### src/rtl/inport_request_controller_pkg.sv
// inport_request_controller_pkg: shared types and helpers for the input-port request controller
package inport_request_controller_pkg;
    typedef enum logic [2:0] {X_POS, X_NEG, Y_POS, Y_NEG, LOCAL} port_dir_e;
    typedef enum logic [1:0] {IRC_IDLE, IRC_REQUEST, IRC_TRANSFER, IRC_RELEASE} irc_state_e;
    localparam int PORTS = 4;
    localparam int FLITS_PER_PACKET_DEF = 5;
    function automatic logic [PORTS-1:0] lowest_bit(input logic [PORTS-1:0] v);
        return v & (~v + 1'b1);
    endfunction
    function automatic logic multi_hot(input logic [PORTS-1:0] v);
        return |(v & (v - 1'b1));
    endfunction
endpackage

### src/rtl/inport_request_controller_if.sv
// inport_request_controller_if: FIFO, routing and scheduler handshake of one router input port
interface inport_request_controller_if;
    import inport_request_controller_pkg::*;
    logic             buffer_empty_din;
    logic [PORTS-1:0] route_request_din;
    logic [PORTS-1:0] transfer_strobe_din;
    logic [PORTS-1:0] port_request_dout;
    logic             buffer_read_dout;
    logic             credit_out_dout;
    logic             busy_dout;
    logic             protocol_error_dout;
    modport slave (
        input  buffer_empty_din, route_request_din, transfer_strobe_din,
        output port_request_dout, buffer_read_dout, credit_out_dout, busy_dout, protocol_error_dout
    );
    modport master (
        output buffer_empty_din, route_request_din, transfer_strobe_din,
        input  port_request_dout, buffer_read_dout, credit_out_dout, busy_dout, protocol_error_dout
    );
endinterface

### src/rtl/inport_request_controller_control_unit.sv
// inport_request_controller_control_unit: packet FSM, flit counter and sticky protocol error
module inport_request_controller_control_unit
    import inport_request_controller_pkg::*;
#(
    parameter port_dir_e PORT_DIR         = X_POS,
    parameter int        FLITS_PER_PACKET = FLITS_PER_PACKET_DEF
) (
    input  logic clk,
    input  logic reset,
    input  logic any_route,
    input  logic multi_route,
    input  logic buffer_empty,
    input  logic accepted_strobe,
    input  logic stray_strobe,
    output logic latch_route,
    output logic clear_request,
    output logic busy,
    output logic protocol_error
);
    localparam int CW = $clog2(FLITS_PER_PACKET + 1);
    localparam logic [CW-1:0] LAST = CW'(FLITS_PER_PACKET);

    if (FLITS_PER_PACKET < 2 || FLITS_PER_PACKET > 15) begin : g_bad_len
        $error("FLITS_PER_PACKET must be within 2..15");
    end
    if (PORT_DIR > LOCAL) begin : g_bad_dir
        $error("PORT_DIR is not a known port direction");
    end

    irc_state_e    state_q, state_d;
    logic [CW-1:0] cnt_q, cnt_d;
    logic          err_q, err_d;

    always_ff @(posedge clk or negedge reset) begin
        if (!reset) begin
            state_q <= IRC_IDLE;
            cnt_q   <= '0;
            err_q   <= 1'b0;
        end else begin
            state_q <= state_d;
            cnt_q   <= cnt_d;
            err_q   <= err_d;
        end
    end

    always_comb begin
        state_d       = state_q;
        cnt_d         = cnt_q;
        err_d         = err_q | stray_strobe;
        latch_route   = 1'b0;
        clear_request = 1'b0;
        case (state_q)
            IRC_IDLE: if (!buffer_empty && any_route) begin
                latch_route = 1'b1;
                cnt_d       = '0;
                err_d       = err_d | multi_route;
                state_d     = IRC_REQUEST;
            end
            IRC_REQUEST: if (accepted_strobe) begin
                cnt_d   = CW'(1);
                state_d = IRC_TRANSFER;
            end
            IRC_TRANSFER: if (accepted_strobe) begin
                cnt_d = cnt_q + 1'b1;
                if (cnt_d == LAST) begin
                    clear_request = 1'b1;
                    state_d       = IRC_RELEASE;
                end
            end
            default: state_d = IRC_IDLE;
        endcase
    end

    assign busy           = state_q == IRC_REQUEST || state_q == IRC_TRANSFER;
    assign protocol_error = err_q;
endmodule

### src/rtl/inport_request_controller.sv
// inport_request_controller: holds a one-hot output request per packet and pops/credits one flit per strobe
module inport_request_controller
    import inport_request_controller_pkg::*;
#(
    parameter port_dir_e PORT_DIR         = X_POS,
    parameter int        FLITS_PER_PACKET = FLITS_PER_PACKET_DEF
) (
    input logic clk,
    input logic reset,
    inport_request_controller_if.slave bus
);
    logic [PORTS-1:0] req_q, req_d;
    logic             credit_q, credit_d;
    logic             accepted, stray, latch_route, clear_request, busy, protocol_error;

    // A strobe counts only if it comes from the scheduler we requested and there is a flit to give.
    always_comb begin
        accepted = |(bus.transfer_strobe_din & req_q) && !bus.buffer_empty_din;
        stray    = |(bus.transfer_strobe_din & ~req_q) || (|(bus.transfer_strobe_din & req_q) && bus.buffer_empty_din);
        req_d    = clear_request ? '0 : latch_route ? lowest_bit(bus.route_request_din) : req_q;
        credit_d = accepted;
    end

    always_ff @(posedge clk or negedge reset) begin
        if (!reset) begin
            req_q    <= '0;
            credit_q <= 1'b0;
        end else begin
            req_q    <= req_d;
            credit_q <= credit_d;
        end
    end

    inport_request_controller_control_unit #(
        .PORT_DIR        (PORT_DIR),
        .FLITS_PER_PACKET(FLITS_PER_PACKET)
    ) u_cu (
        .clk            (clk),
        .reset          (reset),
        .any_route      (|bus.route_request_din),
        .multi_route    (multi_hot(bus.route_request_din)),
        .buffer_empty   (bus.buffer_empty_din),
        .accepted_strobe(accepted),
        .stray_strobe   (stray),
        .latch_route    (latch_route),
        .clear_request  (clear_request),
        .busy           (busy),
        .protocol_error (protocol_error)
    );

    assign bus.port_request_dout   = req_q;
    assign bus.buffer_read_dout    = accepted;
    assign bus.credit_out_dout     = credit_q;
    assign bus.busy_dout           = busy;
    assign bus.protocol_error_dout = protocol_error;
endmodule
### src/flat_wrapper.sv
// flat-port wrapper written by rule: the top's interface ports become plain ports
module inport_request_controller_flat import inport_request_controller_pkg::*;
#(
    parameter port_dir_e PORT_DIR         = X_POS,
    parameter int        FLITS_PER_PACKET = FLITS_PER_PACKET_DEF
)
  (clk, reset, bus_buffer_empty_din, bus_route_request_din, bus_transfer_strobe_din, bus_port_request_dout, bus_buffer_read_dout, bus_credit_out_dout, bus_busy_dout, bus_protocol_error_dout);
  inport_request_controller_if bus_i ();
  input logic clk;
  input logic reset;
  input wire logic [$bits(bus_i.buffer_empty_din)-1:0] bus_buffer_empty_din;
  input wire logic [$bits(bus_i.route_request_din)-1:0] bus_route_request_din;
  input wire logic [$bits(bus_i.transfer_strobe_din)-1:0] bus_transfer_strobe_din;
  output wire logic [$bits(bus_i.port_request_dout)-1:0] bus_port_request_dout;
  output wire logic [$bits(bus_i.buffer_read_dout)-1:0] bus_buffer_read_dout;
  output wire logic [$bits(bus_i.credit_out_dout)-1:0] bus_credit_out_dout;
  output wire logic [$bits(bus_i.busy_dout)-1:0] bus_busy_dout;
  output wire logic [$bits(bus_i.protocol_error_dout)-1:0] bus_protocol_error_dout;
  assign bus_i.buffer_empty_din = bus_buffer_empty_din;
  assign bus_i.route_request_din = bus_route_request_din;
  assign bus_i.transfer_strobe_din = bus_transfer_strobe_din;
  assign bus_port_request_dout = bus_i.port_request_dout;
  assign bus_buffer_read_dout = bus_i.buffer_read_dout;
  assign bus_credit_out_dout = bus_i.credit_out_dout;
  assign bus_busy_dout = bus_i.busy_dout;
  assign bus_protocol_error_dout = bus_i.protocol_error_dout;
  inport_request_controller #(.PORT_DIR(PORT_DIR), .FLITS_PER_PACKET(FLITS_PER_PACKET)) u_core (.clk(clk), .reset(reset), .bus(bus_i));
endmodule
### config.mk
export PLATFORM = sky130hd
export DESIGN_NAME = inport_request_controller_flat
export DESIGN_NICKNAME = d
export VERILOG_FILES = /design/src/rtl/inport_request_controller_pkg.sv /design/src/rtl/inport_request_controller_if.sv /design/src/rtl/inport_request_controller_control_unit.sv /design/src/rtl/inport_request_controller.sv /design/src/flat_wrapper.sv
export SDC_FILE = /design/constraint.sdc
export NUM_CORES = 1
export LEC_CHECK = 0
export CAP_MARGIN = 20
export CORE_MARGIN = 2
export CORE_UTILIZATION = 51
export CTS_BUF_LIST = sky130_fd_sc_hd__clkbuf_16
export DETAILED_ROUTE_END_ITERATION = 7
export HOLD_SLACK_MARGIN = 0.05
export PLACE_DENSITY_LB_ADDON = 0.12
export SLEW_MARGIN = 20
export SYNTH_ARGS = -nofsm -noshare
export SYNTH_HDL_FRONTEND = slang
export SYNTH_HIERARCHICAL = 1
export SYNTH_SLANG_ARGS = --single-unit
### constraint.sdc
create_clock -name clk -period 2.3 [get_ports clk]
set_clock_uncertainty 0.05 [all_clocks]
set_input_delay 0.345 -clock clk [delete_from_list [all_inputs] [get_ports clk]]
set_output_delay 0.345 -clock clk [all_outputs]
set_load 0.03 [all_outputs]
-- Yosys cells after proc, flatten, opt, wreduce, memory -nomap -nowiden
Cells that the tools add are included.
- memories: 0
- register bits: 11
- bits in latches: 0
- bits in read-only memories: 0
- RAM bits: 0
- output and inout bits: 8
- order comparisons: 0
- shift-type cells: 0
- muxes and demuxes: 18
- equality and inequality tests: 7
- divide/modulo/power cells: 0
- bitwise operators: 8
- add/subtract/negate cells: 3
- multiply operators: 0
- reduce and logical (&&, ||, !) cells: 15
- operator list (kind ; number):
    $and 4x4->4 ; 4
    $reduce_or 4->1 ; 4
    $mux 3 ; 3
    $pmux 3 s3 ; 1
    $mux 2 ; 4
    $mux 4 ; 2
    $not 4->4 ; 2
    $reduce_and 4->1 ; 2
    $mux 1 ; 7
    $pmux 2 s3 ; 1
    $add 4x1->4 const B ; 1
    $ne 2x1->1 const B ; 2
    $ne 2x2->1 const B ; 2
    $sub 4x1->4 const B ; 1
    $add 3x1->3 const B ; 1
    $eq 3x3->1 const B ; 1
    $logic_and 1x1->1 ; 3
    $reduce_bool 3->1 ; 1
    $eq 2x1->1 const B ; 1
    $eq 2x2->1 const B ; 1
    $logic_not 2->1 ; 1
    $logic_or 1x1->1 ; 2
    $or 1x1->1 ; 2
    $reduce_bool 2->1 ; 1
    $logic_not 1->1 ; 1

-- Longest topological paths before layout
- depth in word-level cells: 8
- depth in mapped cells: 7
- depth with buffers taken out: 7

-- By module
Netlist, hierarchy kept.
- modules (own cells, without submodules) (module ; cells an instance ; sequential area each (µm²) ; area an instance (µm²) ; instances):
    inport_request_controller_control_unit ; 46 ; 150.1 ; 459.2 ; 1
    inport_request_controller ; 33 ; 125.1 ; 297.8 ; 1

-- Worst setup path after synthesis
OpenSTA, ideal clock, no wires.
- kind: reg-to-reg
- start: register u_core.req_q[2] (netlist: u_core/bus.port_request_dout[2])
- end: register u_core.u_cu.state_q[1]
- cell stages (with the launch flop): 6
- buffers on the path: 0
- setup slack: 0.178 ns
- arrival time: 1.944 ns
- cell sequence: dfrtp_1 -> a22oi_2 -> a21oi_1 -> o2bb2ai_4 -> a21oi_2 -> mux2_1
- longest elaborated chain between the ends: 5
- elaborated cells on any way between the ends: 6
- ends and longest elaborated chain (what ; RTL line ; source):
    start, declared ; inport_request_controller.sv:12 ; logic [PORTS-1:0] req_q, req_d;
    start signal, assigned ; inport_request_controller.sv:29 ; req_q <= req_d;
    $and 4x4->4 (*) ; inport_request_controller.sv:18 ; accepted = |(bus.transfer_strobe_din & req_q) && !bus.buffer_empty_din;
    $reduce_or 4->1 (*) ; inport_request_controller.sv:18 ;
    $logic_and 1x1->1 (*) ; inport_request_controller.sv:18 ;
    named net bus_buffer_read_dout ; flat_wrapper.sv:15 ; output wire logic [$bits(bus_i.buffer_read_dout)-1:0] bus_buffer_read_dout;
    $ne 2x1->1 (no line) ; n/a ;
    $reduce_and 4->1 (no line) (*) ; n/a ;
    end signal, assigned ; inport_request_controller_control_unit.sv:40 ; state_q <= state_d;
    end, declared ; inport_request_controller_control_unit.sv:30 ; irc_state_e state_q, state_d;
The timed path passes the listed nets; every way through them passes the cells marked *.
A chain may end at the register's enable or synchronous reset.

-- Worst setup path after layout
- start: input port bus_route_request_din[2]
- end: register u_core.u_cu.state_q[1]
- longest elaborated chain between the ends: 4
- ends and longest elaborated chain (what ; RTL line ; source):
    start, declared ; flat_wrapper.sv:12 ; input wire logic [$bits(bus_i.route_request_din)-1:0] bus_route_request_din;
    $reduce_or 4->1 ; inport_request_controller.sv:40 ; .any_route (|bus.route_request_din),
    $logic_and 1x1->1 ; inport_request_controller_control_unit.sv:53 ; IRC_IDLE: if (!buffer_empty && any_route) begin
    $ne 2x2->1 (no line) ; n/a ;
    $reduce_and 4->1 (no line) ; n/a ;
Every way passes these cells.

==> results.yml <==
logic_synthesis:
  synth.distinct_cells: 27
  synth_top_area_share_pct: 36.4
  syn_area_per_cell_um2: 9.58
  ys_warn_count: 6
  syn_area_um2: 757
  syn_inst: 79
  syn-num-nets: 96
  synth_seq_cells: 11
  synth_flop_cell: "dfrtp_1"
  yosys.area.top_type: "dfrtp_1"
  async_reset_ff_share_pct: 100
  synth_seq_area_share_pct: 36.4
  synth-edff-count: 0
  synth_area_leaders: "dfrtp_1 36%, ha_1 9.9%, inv_1 4.5%"
cells_and_area:
  final_common_cell: "clkdlybuf4s50_1"
  layout_common_cells: "16 x clkdlybuf4s50_1, 11 x dfrtp_1, 10 x inv_1"
  layout.nets: 120
  syn2layout_area_growth_pct: 37.2
  drive_gt1_share_pct: 10.8
  n_antenna_cell: 0
  final_area_mm2: 0.00104
worst_setup_path:
  critical_path_class: "primary input to register"
  slowest_delay_ps: 530
  crit_path_end_kind: "register"
  path_buf_inv: 1
  cp.required_ps: 2360
  crit_slowest_cell: "or4_1"
  start_kind: "primary input"
  cpLargestDelayFamily: "simple AND/OR/NAND/NOR gates"
  arrival_ps: 2020
  worstPathCellList: "clkdlybuf4s50_1 -> or4_1 -> nand2b_1 -> o2bb2ai_4 -> a21oi_2 -> mux2_1"
  crit_path_max_fanout: 6
pwr:
  netSwitchingFraction_pct: 41.4
  internal_power_uw: 797
  leakagePower_nw: 0.474
  clkPwrFrac_pct: 22.4
  power_frac_comb_pct: 53.4
  seqPwrFrac_pct: 24.2
  vdd_ir_drop_max_v: 0.000973
  power_density_mw_per_mm2: 1310
  p_switching_uw: 563
routing:
  route.detailed.drc: 0
  drt-initial-drc-count: 12
  routedWlPerCell_um: 14.3
  wirelength_um: 1670
  antenna_left: 0
  vias: 648
  vias_per_cell: 5.54
  dr.pass1.iters: 4
place:
  dp_slack_ps: 108
  place_hpwl_um: 1250
  placed_area_um2: 957
  io_buffers: 18
  globalplace.congestion: 0.855
floorplanning:
  die_w_um: 42.5
  die_area_mm2: 0.00181
  core_mm2: 0.00135
  io-pin-count: 19
  start_util_pct: 56.1
  std_cell_rows: 13
  dieHeight_um: 42.5
clock_network:
  cts-hold-fix-buffers: 0
  cts_tree: "yes"
  cts_buffers: 3
  cts_sinks: 11
  cts.htree.levels: 1
  clk_path_buf_depth: 2
  cts-root-buf: "clkbuf_16"
  clk_latency_ps: 230
  clk_pin_slew_ps: 40
  postCtsSetupBuffers: 0
  cts_resized: 0
timing:
  tightest_slew_ps: 522
  hold_viol: 0
  fmax_ghz: 0.511
  final.period_utilization_pct: 85.1
  maxSlewViolCount: 0
  fin_ws_ps: 343
  slew_headroom_pct: 65.1
  setup_viol: 0
  grt_setup_unrepaired: "false"
  timing.final.crit_period_ps: 1960
  fin_tns_setup_ps: 0
global_route:
  antenna_found_initial: 0
  grt.busiest_layer: "met2"
  grtUsageMet3_pct: 6.47
  grt_max_degree: 12
  met1_usage_pct: 28.6
  grt_overflow: 0
  grt_pass1_wl_um: 2920
  grt_use_met2_pct: 35.7
  grt_pass1_vias: 647
  grt_usage_pct: 21.5
worst_hold_path:
  hp-class: "primary input to asynchronous set/reset pin"
outcome:
  outcome: "complete, no violations"
flow_run:
  drv_cap: 0
-- cell type report --
class / instances / area [µm²]
tap: 15 / 18.8
clock inverter: 1 / 3.75
fill: 92 / 312
sequential: 11 / 275
inverter: 9 / 33.8
clock buffer: 3 / 75.1
multi-input combinational: 58 / 437
timing repair buffer: 20 / 195
-- metrics by stage --
step,cells,power [mW],utilization (%),hold WS (ps)
final,117,1.36,76.9,411
after global routing,117,1.45,76.9,455
after CTS,117,1.36,76.7,421
after detailed placement,113,1.05,70.9,412
after global placement,113,1.02,70.9,399
after floorplan,79,0.833,-,-0.591
-- power groups by stage --
stage               Clock (mW)  Sequential, mW  Combinational, mW
floorplan                    0           0.376              0.458
global placement             0           0.328              0.694
detailed placement           0           0.331              0.714
CTS                      0.309           0.330              0.724
global route             0.318           0.342              0.789
finish                   0.304           0.329              0.726
-- path summary, 6_finish.rpt --
path                                            start                               to  slack (ps)  cells past startpoint
setup / recovery             bus_route_request_din[2]           u_core/u_cu/state_q[1]         340                      6
hold / removal                                  reset  u_core/bus.port_request_dout[2]         410                      1
setup reg to reg               u_core/u_cu/state_q[0]           u_core/u_cu/state_q[1]         510                      6
hold reg to reg            u_core/u_cu/protocol_error       u_core/u_cu/protocol_error         420                      1
max in group asynchronous                       reset             u_core/u_cu/cnt_q[1]        1440                      1
min in group clk           u_core/u_cu/protocol_error       u_core/u_cu/protocol_error         420                      1
-- registers in the layout, summed over array words and instances (netlist names) --
| name | cells |
|---|---|
| u_core/bus.port_request_dout | 4 |
| u_core/u_cu/cnt_q | 3 |
| u_core/u_cu/state_q | 2 |
| u_core/bus.credit_out_dout | 1 |
| u_core/u_cu/protocol_error | 1 |
-- logic make-up (layout without fill, tap and decap cells) --
family	count (synthesis)	in the layout	share of synthesized area, %
XOR/XNOR	1	1	1.16
adder cells (fa/ha/maj)	7	7	11.2
AO/OA/AOI/OAI	15	15	17.0
buffers and inverters	10	33	5.95
flip-flops	11	11	36.4
AND/OR/NAND/NOR	31	31	22.8
multiplexers	4	4	5.45
-- cell usage after synthesis, drive strengths merged (3+ instances only) --
cell type and n:
nor2b 3, dfrtp 11, ha 6, nand3 4, nor2 9, mux2i 3
nand2b 3, inv 9, nand2 4, nand4b 3, a21oi 4
-- per-layer routing --
layer | share of wire [%] | vias to the layer above | wire length, µm
li1 | - | 322 | -
met1 | 46 | 312 | 761
met2 | 49 | 14 | 820
met3 | 5.2 | 0 | 86
met4 | 0 | 0 | 0
met5 | 0 | - | 0
No activity file was read; power rests on OpenSTA's default activity.
